==> config.mk <==
export PLATFORM = sky130hd
export DESIGN_NAME = snespad_events
export DESIGN_NICKNAME = d
export VERILOG_FILES = /design/src/rtl/snespad_pkg.sv /design/src/rtl/snespad_evfifo.sv /design/src/rtl/snespad_events.sv
export SDC_FILE = /design/constraint.sdc
export NUM_CORES = 1
export LEC_CHECK = 0
export ABC_CLOCK_PERIOD_IN_PS = 9170
export CORE_UTILIZATION = 60
export DETAILED_ROUTE_END_ITERATION = 6
export GPL_ROUTABILITY_DRIVEN = 0
export PLACE_DENSITY = 0.82
export SLEW_MARGIN = 40
export SYNTH_ARGS = -nofsm -noshare
export SYNTH_HDL_FRONTEND = slang
export SYNTH_HIERARCHICAL = 1
export SYNTH_SLANG_ARGS = --single-unit
==> constraint.sdc <==
create_clock -name clk_i -period 9.17 [get_ports clk_i]
set_input_delay 1.3755 -clock clk_i [delete_from_list [all_inputs] [get_ports clk_i]]
set_output_delay 1.3755 -clock clk_i [all_outputs]
set_load 0.05 [all_outputs]
==> src/rtl/snespad_pkg.sv <==
// Shared constants for the SNES pad event path: button bit positions and
// the layout of a press/release event word.
package snespad_pkg;

   localparam int unsigned BTN_B      = 0;
   localparam int unsigned BTN_Y      = 1;
   localparam int unsigned BTN_SELECT = 2;
   localparam int unsigned BTN_START  = 3;
   localparam int unsigned BTN_UP     = 4;
   localparam int unsigned BTN_DOWN   = 5;
   localparam int unsigned BTN_LEFT   = 6;
   localparam int unsigned BTN_RIGHT  = 7;
   localparam int unsigned BTN_A      = 8;
   localparam int unsigned BTN_X      = 9;
   localparam int unsigned BTN_L      = 10;
   localparam int unsigned BTN_R      = 11;

   localparam int unsigned EV_W       = 5;
   localparam int unsigned EV_LVL_BIT = 4;

   typedef logic [EV_W-1:0] ev_t;

   function automatic ev_t make_ev(input logic lvl, input logic [3:0] idx);
      return {lvl, idx};
   endfunction

endpackage

==> src/rtl/snespad_evfifo.sv <==
// First-word-fall-through event FIFO; head entry is presented whenever the FIFO
// is non-empty. Depth must be a power of two so the pointers wrap naturally.
module snespad_evfifo #(
   parameter int unsigned Depth = 8,
   parameter int unsigned Width = 5
) (
   input  logic                       clk_i,
   input  logic                       rst_ni,
   input  logic                       push_i,
   input  logic [Width-1:0]           push_data_i,
   input  logic                       pop_i,
   output logic [Width-1:0]           pop_data_o,
   output logic                       full_o,
   output logic                       empty_o,
   output logic [$clog2(Depth):0]     count_o
);

   localparam int unsigned AW = $clog2(Depth);

   logic [Width-1:0] mem_q [Depth];
   logic [AW-1:0]    wr_ptr_q, rd_ptr_q;
   logic [AW:0]      count_q;
   logic             do_push, do_pop;

   assign full_o     = (count_q == (AW+1)'(Depth));
   assign empty_o    = (count_q == '0);
   assign count_o    = count_q;
   assign pop_data_o = mem_q[rd_ptr_q];

   // A pop frees the slot a simultaneous push lands in, so push is legal when full.
   assign do_pop  = pop_i && !empty_o;
   assign do_push = push_i && (!full_o || do_pop);

   always_ff @(posedge clk_i) begin
      if (do_push) mem_q[wr_ptr_q] <= push_data_i;
   end

   always_ff @(posedge clk_i or negedge rst_ni) begin
      if (!rst_ni) begin
         wr_ptr_q <= '0;
         rd_ptr_q <= '0;
         count_q  <= '0;
      end else begin
         if (do_push) wr_ptr_q <= wr_ptr_q + 1'b1;
         if (do_pop)  rd_ptr_q <= rd_ptr_q + 1'b1;
         if (do_push && !do_pop)      count_q <= count_q + 1'b1;
         else if (do_pop && !do_push) count_q <= count_q - 1'b1;
      end
   end

endmodule

==> src/rtl/snespad_events.sv <==
// Debounces the SNES pad button word and turns each accepted change into
// per-button press/release events queued in a FIFO.
module snespad_events
   import snespad_pkg::*;
#(
   parameter int unsigned STABLE_CNT = 3,
   parameter int unsigned FIFO_DEPTH = 8
) (
   input  logic                          clk_i,
   input  logic                          rst_i,
   input  logic [15:0]                   vdata_i,
   input  logic                          vvalid_i,
   output logic [15:0]                   btn_o,
   output logic                          ev_valid_o,
   input  logic                          ev_ready_i,
   output logic [EV_W-1:0]               ev_data_o,
   output logic [$clog2(FIFO_DEPTH):0]   count_o,
   output logic                          overflow_o,
   input  logic                          ov_clr_i
);

   localparam logic [0:0] ST_IDLE = 1'b0;
   localparam logic [0:0] ST_SCAN = 1'b1;
   localparam logic [3:0] CNT_MAX = 4'(STABLE_CNT);

   logic [15:0] cand_q, cand_d, btn_q, pending_q;
   logic [3:0]  cnt_q, cnt_d, idx_q;
   logic [0:0]  state_q;
   logic        ov_q, commit, push, full, empty, drop;
   ev_t         push_data;

   always_comb begin
      cand_d = cand_q;
      cnt_d  = cnt_q;
      if (vvalid_i) begin
         if (vdata_i != cand_q) begin
            cand_d = vdata_i;
            cnt_d  = 4'd1;
         end else if (cnt_q < CNT_MAX) begin
            cnt_d = cnt_q + 4'd1;
         end
      end
   end

   // Evaluated on the updated debouncer state, so a request held over a scan
   // commits on the first idle cycle without any extra bookkeeping.
   assign commit    = (state_q == ST_IDLE) && (cnt_d >= CNT_MAX) && (cand_d != btn_q);
   assign push      = (state_q == ST_SCAN) && pending_q[idx_q];
   assign push_data = make_ev(btn_q[idx_q], idx_q);
   // Full implies non-empty, so a ready consumer always frees a slot.
   assign drop      = push && full && !ev_ready_i;

   always_ff @(posedge clk_i or negedge rst_i) begin
      if (!rst_i) begin
         cand_q    <= '0;
         cnt_q     <= '0;
         btn_q     <= '0;
         pending_q <= '0;
         idx_q     <= '0;
         state_q   <= ST_IDLE;
         ov_q      <= 1'b0;
      end else begin
         cand_q <= cand_d;
         cnt_q  <= cnt_d;
         if (commit) begin
            pending_q <= cand_d ^ btn_q;
            btn_q     <= cand_d;
            idx_q     <= '0;
            state_q   <= ST_SCAN;
         end else if (state_q == ST_SCAN) begin
            idx_q <= idx_q + 4'd1;
            if (idx_q == 4'd15) state_q <= ST_IDLE;
         end
         if (drop)          ov_q <= 1'b1;
         else if (ov_clr_i) ov_q <= 1'b0;
      end
   end

   snespad_evfifo #(
      .Depth (FIFO_DEPTH),
      .Width (EV_W)
   ) u_fifo (
      .clk_i       (clk_i),
      .rst_ni      (rst_i),
      .push_i      (push),
      .push_data_i (push_data),
      .pop_i       (ev_ready_i),
      .pop_data_o  (ev_data_o),
      .full_o      (full),
      .empty_o     (empty),
      .count_o     (count_o)
   );

   assign btn_o      = btn_q;
   assign ev_valid_o = !empty;
   assign overflow_o = ov_q;

endmodule

==> qor.txt, run 1 <==
Status = complete, no violations
Post-Route WL = 9.43 mm
Mapped Nets = 350
Vias in the first global route = 2966
Leakage = 0.00224 uW
Initial Utilization = 0.618
Nets = 398
Post-DRT Antenna Nets = 0
Worst Hold Depth = 1
VDD IR max = 0.243 mV
Drt wl/cell = 19.7 um
Endpoint of the worst register-to-register path = pending_q[15]
Setup TNS = 0 ns
Critical path class = input pin to flip-flop
Hold Worst Slack = 0.508 ns
Row count = 33
Initial DRC Count = 175
IO Pins = 48
Worst min path class = flip-flop to flip-flop
CTS tree = built
Power per cell area = 367 nW/um2
DRC viols = 0
Chip Height = 94.0 um
Clock Latency Late Sink = 0.37 ns
Fraction of layout cells with a size suffix above 1 = 0.283
TritonRoute pass-1 iters = 4
Fill cells = 535
Root buf cell = clkbuf_8
Synth cell types = 45
CP Data Required Time = 9.42 ns
RR Startpoint = cand_q[10]
Xor and xnor area share after synthesis = 0.0707
GR Overflow Total = 0
Post-synthesis cell area = 5080 um2
Die width = 94.0 um
Tcrit/Tclk final = 0.581
# Max-Cap Violations = 0
Min-Delay Endpoint = overflow_o
Multi-input logic area = 2080 um2
Number of post-CTS setup repair buffers = 0
Final core utilization = 0.707
Hold buffer count at cts = 0
Synth area leaders = dfrtp_1 34%, edfxtp_1 24%, mux2_2 10%
Crit. End Element = flip-flop
Via/cell ratio = 5.94
Largest net degree at the start of global routing = 69
Total CTS buffers = 9
Syn. warnings = 6
Synth Register Bits = 108
Area leader, netlist = dfrtp_1
Post-Synth Adder-Cell Area = 0.0212
Slew margin rel. = 0.462
Clk pin slew, worst setup/hold paths = 0.10 ns
Mux cell area share after synthesis = 0.223
Clk sinks = 108
Clk_skew = 0.00880 ns
CP max FO = 35
FF-to-FF path depth = 10
Largest family of logic cells by synthesized area = multiplexers
Max-slew violation count = 0
Area growth from synthesis to final layout = 14.4%
Cell count after synthesis = 321
Yosys top cell area share = 0.335
H-Tree Depth = 3
Final-report hold violation count = 0
Setup Viol. Count Final = 0
Period minus WS final = 5.33 ns
CORE AREA = 8220 um2
PortBufs = 47
CTS resizes = 0
Worst-case clock buffer depth = 2
Routed via count = 2844
Antenna cells = 0
Simple-gate share of the synthesized area = 0.0584
Unrepaired setup endpoints after global routing = no
Max Freq = 0.188 GHz
FF-to-FF setup slack = 4.91 ns
First-pass GRT wire length = 15.4 mm
CP startpoint kind = input pin
Storage element area = 2900 um2
Worst Max-Slew Pin Slew = 0.800 ns
Sequential share of the synthesized area = 0.572
Worst EP arrival = 5.58 ns
HPWL after DPL = 6.41 mm
Complex-gate fraction of the synthesized area = 0.0318
Avg Inst Size Synth = 15.8 um2
Initial antenna violation count = 0
Die ar. = 8830 um2
Hold_sp = overflow_o
Tot GR Track Use = 0.235
## metrics by stage
step / power [uW] / cells / setup WS, ns / cell area, um2
CTS: 2130 / 479 / 3.89 / 5790
floorplan: 1570 / 321 / 5.02 / 5080
detailed placement: 1860 / 463 / 3.52 / 5610
global placement: 1820 / 463 / 3.56 / 5600
global route: 2240 / 479 / 3.74 / 5810
finish: 2130 / 479 / 3.84 / 5810
## layout make-up
class,instances,share of cell area
clock buffer,9,0.0213
inverter,8,0.00517
sequential,108,0.500
tap,105,0.0226
clock inverter,7,0.0101
multi-input combinational,193,0.358
timing repair buffer,49,0.0834
## worst max-delay path, cell delays in order
cell and delay, ns:
clkdlybuf4s50_1 0.43, xnor2_1 0.24, nand4_1 0.23, o41ai_4 0.81, buf_4 0.36, mux2_2 0.39, xor2_1 0.16, nor4_1 0.45
nand4_2 0.24, nand3_4 0.48, mux2_2 0.41
## kinds of logic (layout without fill, tap and decap cells)
| logic type | after synthesis | in the layout |
|---|---|---|
| muxes | 78 | 78 |
| xor gates and xnor gates | 41 | 41 |
| AOI/OAI and AO/OA | 17 | 17 |
| and+or+nand+nor | 49 | 49 |
| adders and majority gates | 8 | 8 |
| DFF | 108 | 108 |
| buffers and inverters | 20 | 73 |
## layout by cell type, fill, tap and decap left out, types with 3 or more instances in the layout
cell type and instances:
nand4_1 5, nor4_1 5, edfxtp_1 40, a31oi_1 3
mux2_2 46, mux4_2 20, clkdlybuf4s50_1 46, nor2b_1 3
and2_1 3, dfrtp_1 67, nand3b_1 3, o211ai_1 4
xor2_1 19, mux2_4 8, inv_1 6, ha_1 7
nand2_1 7, clkinvlp_4 4, nor2_1 6, nand3_1 3
clkbuf_8 9, xnor2_1 22, nor3_2 3
## synth_stat cells (all sizes together)
cell	count
edfxtp	40
mux2i	2
o41ai	2
nand3b	3
xnor2	22
xor2	19
a21oi	2
dfrtp	68
nor2	6
nand2	7
and2	3
nand2b	2
inv	8
nand3	4
ha	7
a21o	1
or4b	1
mux2	56
buf	8
a31oi	3
clkbuf	4
a32o	1
o21ai	2
fa	1
or4	1
nor3	5
or3	1
o211ai	4
mux4	20
nand4	6
nor2b	3
nor4b	1
nor4	6
a2111o	1
a22o	1
## power breakdown
| group | leakage [uW] | internal (uW) | total, uW | switching, uW |
|---|---|---|---|---|
| clock | 0.0000804 | 103 | 274 | 172 |
| sequential | 0.00118 | 683 | 883 | 200 |
| combinational | 0.000979 | 455 | 972 | 518 |
## sequential cells by signal, summed over array words and instances, names as in the netlist
signal           count
cnt_q                4
pending_q           16
idx_q                4
state_q              1
u_fifo/mem_q        40
btn_o               16
u_fifo/rd_ptr_q      3
overflow_o           1
cand_q              16
u_fifo/count_o       4
u_fifo/wr_ptr_q      3
## how the worst max path moves through the flow
| stage | slack, ns | from | depth (start not counted) | end |
|---|---|---|---|---|
| after floorplan | 5.02 | vdata_i[10] | 11 | btn_o[0] |
| after global placement | 3.56 | vdata_i[10] | 11 | btn_o[8] |
| after detailed placement | 3.52 | vdata_i[10] | 11 | pending_q[4] |
| after CTS | 3.89 | vdata_i[10] | 11 | pending_q[15] |
| after global routing | 3.74 | vdata_i[10] | 11 | pending_q[15] |
| final | 3.84 | vdata_i[10] | 11 | pending_q[15] |
## routing by layer
| layer | vias to the layer above | GRT usage | wire length [um] |
|---|---|---|---|
| li1 | 1300 | - | - |
| met1 | 1459 | 0.328 | 4230 |
| met2 | 71 | 0.383 | 4750 |
| met3 | 14 | 0.0348 | 344 |
| met4 | 0 | 0.0756 | 110 |
| met5 | - | 0 | 0 |
Power figures use the tool's default switching activity.
==> run 2: changes to the inputs <==
--- a/config.mk
+++ b/config.mk
@@ -5,11 +5,11 @@
 export SDC_FILE = /design/constraint.sdc
 export NUM_CORES = 1
 export LEC_CHECK = 0
-export ABC_CLOCK_PERIOD_IN_PS = 9170
-export CORE_UTILIZATION = 60
+export ABC_CLOCK_PERIOD_IN_PS = 5600
+export CORE_UTILIZATION = 57
 export DETAILED_ROUTE_END_ITERATION = 6
 export GPL_ROUTABILITY_DRIVEN = 0
-export PLACE_DENSITY = 0.82
+export PLACE_DENSITY = 0.78
 export SLEW_MARGIN = 40
 export SYNTH_ARGS = -nofsm -noshare
 export SYNTH_HDL_FRONTEND = slang
==> constraint.sdc (replaced) <==
create_clock -name clk_i -period 5.6 [get_ports clk_i]
set_input_delay 0.84 -clock clk_i [delete_from_list [all_inputs] [get_ports clk_i]]
set_output_delay 0.84 -clock clk_i [all_outputs]
set_load 0.05 [all_outputs]
==> run 2 against run 1 <==
  * Hold slack got worse by 0.074 ns
  * Cell count increased by 1.0%
  * Sequential power up 60%
  * Clock skew is 0.010 ns higher
  * Global-route usage decreased by 0.98 points
  * Critical path depth is the same
  * Utilization down 3.6 points
  * Combinational power increased by 67%
==> qor.txt, run 2 (synthesis gave the netlist of run 1 again) <==
Status = complete, no violations
Top reg by flops = u_fifo/mem_q
Largest net degree at the start of global routing = 46 (-33%)
Clock Latency Late Sink = 0.37 ns (about the same)
Routed via count = 2800 (-1.5%)
GR Overflow Total = 0 (unchanged)
Die ar. = 9290 um2 (+5.2%)
Vias in the first global route = 2856 (-3.7%)
CP endpoint = pending_q[15]
Leakage = 0.00225 uW (+0.51%)
Unrepaired setup endpoints after global routing = no
Setup Viol. Count Final = 0 (unchanged)
Inst Count DP = 468 (+1.1%)
CP max FO = 35 (unchanged)
Die width = 96.4 um (+2.5%)
Row count = 34 (+3.0%)
Drt wl/cell = 19.4 um (-1.3%)
Worst-case clock buffer depth = 2 (unchanged)
Post-DRT Antenna Nets = 0 (unchanged)
Area growth from synthesis to final layout = 14.6%
Worst min path class = input pin to asynchronous set/reset pin
Setup TNS = 0 ns (unchanged)
RR Startpoint = cand_q[10]
Number of post-CTS setup repair buffers = 0 (unchanged)
Period minus WS final = 4.32 ns
FF-to-FF path depth = 10 (unchanged)
Commonest non-fill, non-tap cell in the layout = dfrtp_1
Slew margin rel. = 0.494 (+0.0317)
Max reg flops = 40 (unchanged)
Most frequent cells in the layout = 68 x dfrtp_1, 46 x mux2_2, 46 x clkdlybuf4s50_1
Setup crit start = vdata_i[10]
IO Pins = 48 (unchanged)
Initial antenna violation count = 0 (unchanged)
# Max-Cap Violations = 0 (unchanged)
CTS resizes = 0 (unchanged)
Critical path class = input pin to flip-flop
Clk sinks = 108 (unchanged)
FF-to-FF setup slack = 1.83 ns (-3.08 ns)
Clk_skew = 0.0192 ns (+0.0104 ns)
Hold Worst Slack = 0.434 ns (-0.0741 ns)
Initial DRC Count = 105 (-40%)
Clk pin slew, worst setup/hold paths = 0.10 ns (about the same)
HPWL after DPL = 6.71 mm (+4.6%)
Power per cell area = 595 nW/um2 (+62%)
Final Non-Filler Cells = 484 (+1.0%)
Crit. End Element = flip-flop
Max-slew violation count = 0 (unchanged)
First-pass GRT wire length = 14.9 mm (-3.2%)
Tcrit/Tclk final = 0.771
Antenna cells = 0 (unchanged)
TritonRoute pass-1 iters = 4 (unchanged)
Total CTS buffers = 9 (unchanged)
Via/cell ratio = 5.79 (-2.6%)
Worst Setup Slack, final = 1.28 ns (-2.56 ns)
Fraction of layout cells with a size suffix above 1 = 0.279 (-0.00417)
Worst Max-Slew Pin Slew = 0.759 ns (-0.0413 ns)
CTS tree = built
Nets = 400 (+0.50%)
DRC viols = 0 (unchanged)
Worst EP arrival = 4.56 ns (-1.02 ns)
Tot GR Track Use = 0.226 (-0.00983)
H-Tree Depth = 3 (unchanged)
Chip Height = 96.4 um (+2.5%)
CORE AREA = 8680 um2 (+5.6%)
Root buf cell = clkbuf_8
Post-Route WL = 9.41 mm (-0.31%)
VDD IR max = 0.352 mV (+45%)
Endpoint of the worst register-to-register path = pending_q[15]
CP startpoint kind = input pin
Hold buffer count at cts = 0 (unchanged)
Setup WS pre-CTS = 0.899 ns (-2.62 ns)
Max Freq = 0.232 GHz
PortBufs = 47 (unchanged)
CP Data Required Time = 5.84 ns (-3.58 ns)
Initial Utilization = 0.585 (-0.0329)
Final-report hold violation count = 0 (unchanged)
## run 2: cell count changes in the layout (fill, tap and decap cells not counted), moves of 2 or more
cell,previous run,this run
clkinvlp_4,4,2
clkbuf_1,0,3
inv_6,2,0
buf_4,1,4
## run 2: worst max-delay path, cell delays in order
cell             delay (ns)
clkdlybuf4s50_1        0.45
xnor2_1                0.21
nand4_1                0.26
o41ai_4                0.43
buf_4                  0.27
mux2_2                 0.39
xor2_1                 0.17
nor4_1                 0.45
nand4_2                0.24
nand3_4                0.46
mux2_2                 0.40
## run 2: metrics by stage
step / utilization / power [uW] / cell area (um2)
2_1_floorplan: - / 2560 / 5080
3_3_place_gp: 0.647 / 3000 / 5620
3_5_place_dp: 0.648 / 3050 / 5630
4_1_cts: 0.668 / 3480 / 5800
5_1_grt: 0.671 / 3660 / 5820
6_report: 0.671 / 3460 / 5820
## run 2: worst min path at each step
stage                      start           end  slack (ns)  cells after the start
floorplan           pending_q[2]  pending_q[2]        0.47                      1
global placement      overflow_o    overflow_o        0.48                      1
detailed placement  pending_q[3]  pending_q[3]        0.49                      1
CTS                        rst_i     cand_q[9]        0.44                      1
global route               rst_i     cand_q[9]        0.46                      1
finish                     rst_i    cand_q[10]        0.43                      1
## run 2: metal layers
metal | track usage | wire [um] | up-vias
met5 | 0 | 0 | -
met4 | 0.0772 | 153 | 0
met3 | 0.0321 | 239 | 16
met2 | 0.400 | 4960 | 49
met1 | 0.285 | 4060 | 1434
li1 | - | - | 1301
## run 2: cell type report
type	instances	area, um2
clock buffers	13	149
clock inverters	3	23.8
fillers	633	2860
inverters	8	30.0
multi-input cells	193	2080
flip-flops and latches	108	2900
well taps	108	135
repair buffers	51	495
## run 2: power by group
group          leakage [uW]  internal (uW)  switching [uW]
combinational      0.000990            749             872
sequential          0.00118           1120             294
clock             0.0000799            176             252
total               0.00225           2040            1420
==> run 3: changes to the inputs <==
--- a/config.mk
+++ b/config.mk
@@ -5,7 +5,7 @@
 export SDC_FILE = /design/constraint.sdc
 export NUM_CORES = 1
 export LEC_CHECK = 0
-export ABC_CLOCK_PERIOD_IN_PS = 5600
+export ABC_CLOCK_PERIOD_IN_PS = 4100
 export CORE_UTILIZATION = 57
 export DETAILED_ROUTE_END_ITERATION = 6
 export GPL_ROUTABILITY_DRIVEN = 0
==> constraint.sdc (replaced) <==
create_clock -name clk_i -period 4.1 [get_ports clk_i]
set_input_delay 0.615 -clock clk_i [delete_from_list [all_inputs] [get_ports clk_i]]
set_output_delay 0.615 -clock clk_i [all_outputs]
set_load 0.05 [all_outputs]
==> run 3 against run 2 <==
  * Design area is 3.2% higher
  * Utilization is 2.1 points higher
  * Via count is 2.0% higher
  * Highest routed layer unchanged
  * Largest cell class unchanged
  * Register-to-register slack worse by 1.4 ns
==> qor.txt, run 3 (synthesis gave the netlist of run 1 again) <==
Status = complete, no violations
Logic pwr share = 0.457 (-0.011)
Tcrit/Tclk final = 0.911
RR Startpoint = idx_q[0]
Inst Count DP = 480 (+2.6%)
Final Non-Filler Cells = 496 (+2.5%)
HPWL after DPL = 6.91 mm (+3.0%)
Internal Power = 2950 uW (+44%)
Setup Viol. Count Final = 0 (unchanged)
Max Freq = 0.268 GHz
Design Power = 4930 uW (+42%)
Die width = 96.4 um (unchanged)
IO Pins = 48 (unchanged)
Crit path buf inv count = 3 (+1)
Critical path class = input pin to flip-flop
CP Data Required Time = 4.36 ns (-1.48 ns)
CP endpoint = btn_o[15]
Multi-input logic area = 2070 um2 (-0.78%)
Slowest stage cell, crit path = o41ai_4
Initial DRC Count = 170 (+62%)
PortBufs = 47 (unchanged)
Final-report hold violation count = 0 (unchanged)
Post-Route WL = 9.65 mm (+2.6%)
Row count = 34 (unchanged)
FF-to-FF setup slack = 0.41 ns (-1.42 ns)
TritonRoute pass-1 iters = 4 (unchanged)
Top reg by flops = u_fifo/mem_q
Max-slew violation count = 0 (unchanged)
Chip Height = 96.4 um (unchanged)
Slowest cell delay on critical path = 0.45 ns (about the same)
CTS resizes = 0 (unchanged)
FF-to-FF path depth = 11 (+1)
CP max FO = 15 (-57%)
Slew margin rel. = 0.484 (-0.0104)
Clock network fraction of total power = 0.150 (+0.027)
Setup WS pre-CTS = -0.0298 ns (-0.928 ns)
DRC viols = 0 (unchanged)
Antenna cells = 0 (unchanged)
Psw = 1980 uW (+40%)
Worst Max-Slew Pin Slew = 0.769 ns (+0.00965 ns)
Worst min path class = input pin to asynchronous set/reset pin
Power per cell area = 821 nW/um2 (+38%)
Top delay family on crit path = simple AND/OR/NAND/NOR gates
Routed via count = 2857 (+2.0%)
First-pass GRT wire length = 15.1 mm (+1.5%)
Period minus WS final = 3.74 ns
Hold Worst Slack = 0.222 ns (-0.213 ns)
Drt wl/cell = 19.5 um (+0.14%)
Leakage = 0.00237 uW (+5.0%)
Fraction of layout cells with a size suffix above 1 = 0.302 (+0.0223)
Commonest non-fill, non-tap cell in the layout = dfrtp_1
Sw Ratio = 0.402 (-0.00825)
Clk_skew = 0.00940 ns (-0.00981 ns)
Endpoint of the worst register-to-register path = u_fifo/count_o[3]
VDD IR max = 0.414 mV (+17%)
H-Tree Depth = 3 (unchanged)
Fill cells = 606 (-4.3%)
Die ar. = 9290 um2 (unchanged)
Clock Latency Late Sink = 0.37 ns (about the same)
Crit. End Element = flip-flop
Initial antenna violation count = 0 (unchanged)
Worst path cell trace = clkdlybuf4s50_1 -> xnor2_1 -> nand4_1 -> o41ai_4 -> buf_12 -> mux2_2 -> xor2_1 -> nor4_1 -> nand4_2 -> nand3_4 -> buf_12 -> mux2_2
Area growth from synthesis to final layout = 18.3%
Hold buffer count at cts = 0 (unchanged)
Initial Utilization = 0.585 (unchanged)
Vias in the first global route = 2887 (+1.1%)
Cell Area, Placed = 5760 um2 (+2.4%)
Number of post-CTS setup repair buffers = 0 (unchanged)
Most frequent cells in the layout = 68 x dfrtp_1, 46 x mux2_2, 46 x clkdlybuf4s50_1
Largest net degree at the start of global routing = 45 (-2.2%)
Finished Cell Area = 6000 um2 (+3.2%)
CTS tree = built
# Max-Cap Violations = 0 (unchanged)
Via/cell ratio = 5.76 (-0.43%)
Max reg flops = 40 (unchanged)
Worst Setup Slack, final = 0.364 ns (-0.919 ns)
CP startpoint kind = input pin
Nets = 412 (+3.0%)
Setup crit start = vdata_i[4]
Clk sinks = 108 (unchanged)
Total CTS buffers = 9 (unchanged)
Unrepaired setup endpoints after global routing = no
Worst EP arrival = 4.00 ns (-0.56 ns)
Clk pin slew, worst setup/hold paths = 0.10 ns (about the same)
Tot GR Track Use = 0.230 (+0.00426)
CORE AREA = 8680 um2 (unchanged)
Root buf cell = clkbuf_8
Post-DRT Antenna Nets = 0 (unchanged)
Storage element area = 2900 um2 (unchanged)
Worst-case clock buffer depth = 2 (unchanged)
Sequential Power Share = 0.394 (-0.014)
GR Overflow Total = 0 (unchanged)
WP depth = 12 (+1)
## run 3: cell types whose count changed in the layout (fill, tap and decap cells not counted), moves of 2 or more
cell | before | now
buf_12 | 0 | 4
clkbuf_1 | 3 | 0
buf_4 | 4 | 13
inv_6 | 0 | 2
nor3_2 | 3 | 1
nor3_1 | 2 | 4
bufinv_16 | 0 | 2
## run 3: worst min path at each step
stage | from | end | slack [ns] | depth (start not counted)
floorplan | rst_i | btn_o[0] | 0.32 | 0
global placement | pending_q[9] | pending_q[9] | 0.49 | 1
detailed placement | pending_q[13] | pending_q[13] | 0.49 | 1
CTS | rst_i | pending_q[2] | 0.23 | 1
global route | rst_i | btn_o[10] | 0.26 | 1
finish | rst_i | cand_q[8] | 0.22 | 1
## run 3: worst reg2reg max path: stages, from the launching register on
cell and delay, ns:
dfrtp_1 0.67, mux4_2 0.59, mux4_2 0.46, and2_1 0.23, o21ai_4 0.15, inv_2 0.05
ha_1 0.26, inv_1 0.15, ha_1 0.31, or4_1 0.48, o211ai_1 0.12, o211ai_1 0.10
## run 3: power by group through the flow
stage	clock network, uW	registers [uW]	logic, uW
2_1_floorplan	0	2120	1380
5_1_grt	792	2000	2420
4_1_cts	753	1940	2260
3_3_place_gp	0	1950	2200
6_report	738	1940	2250
3_5_place_dp	0	1970	2250
## run 3: layer usage
metal | GRT usage | part of all wire
met5 | 0 | 0
met2 | 0.378 | 0.50
met1 | 0.310 | 0.45
met3 | 0.0430 | 0.027
met4 | 0.0772 | 0.014
## run 3: final cells by class
type / instances / share of cell area
Clock buffer: 10 / 0.0229
Clock inverter: 6 / 0.0156
Inverter: 8 / 0.00500
Multi-Input combinational cell: 193 / 0.344
Sequential cell: 108 / 0.483
Tap cell: 108 / 0.0225
Timing Repair Buffer: 63 / 0.106
## run 3: stage by stage
stage	utilization	setup TNS [ns]
global placement	0.664	0
detailed placement	0.664	-0.326
floorplan	-	0
finish	0.692	0
global route	0.692	0
CTS	0.691	0
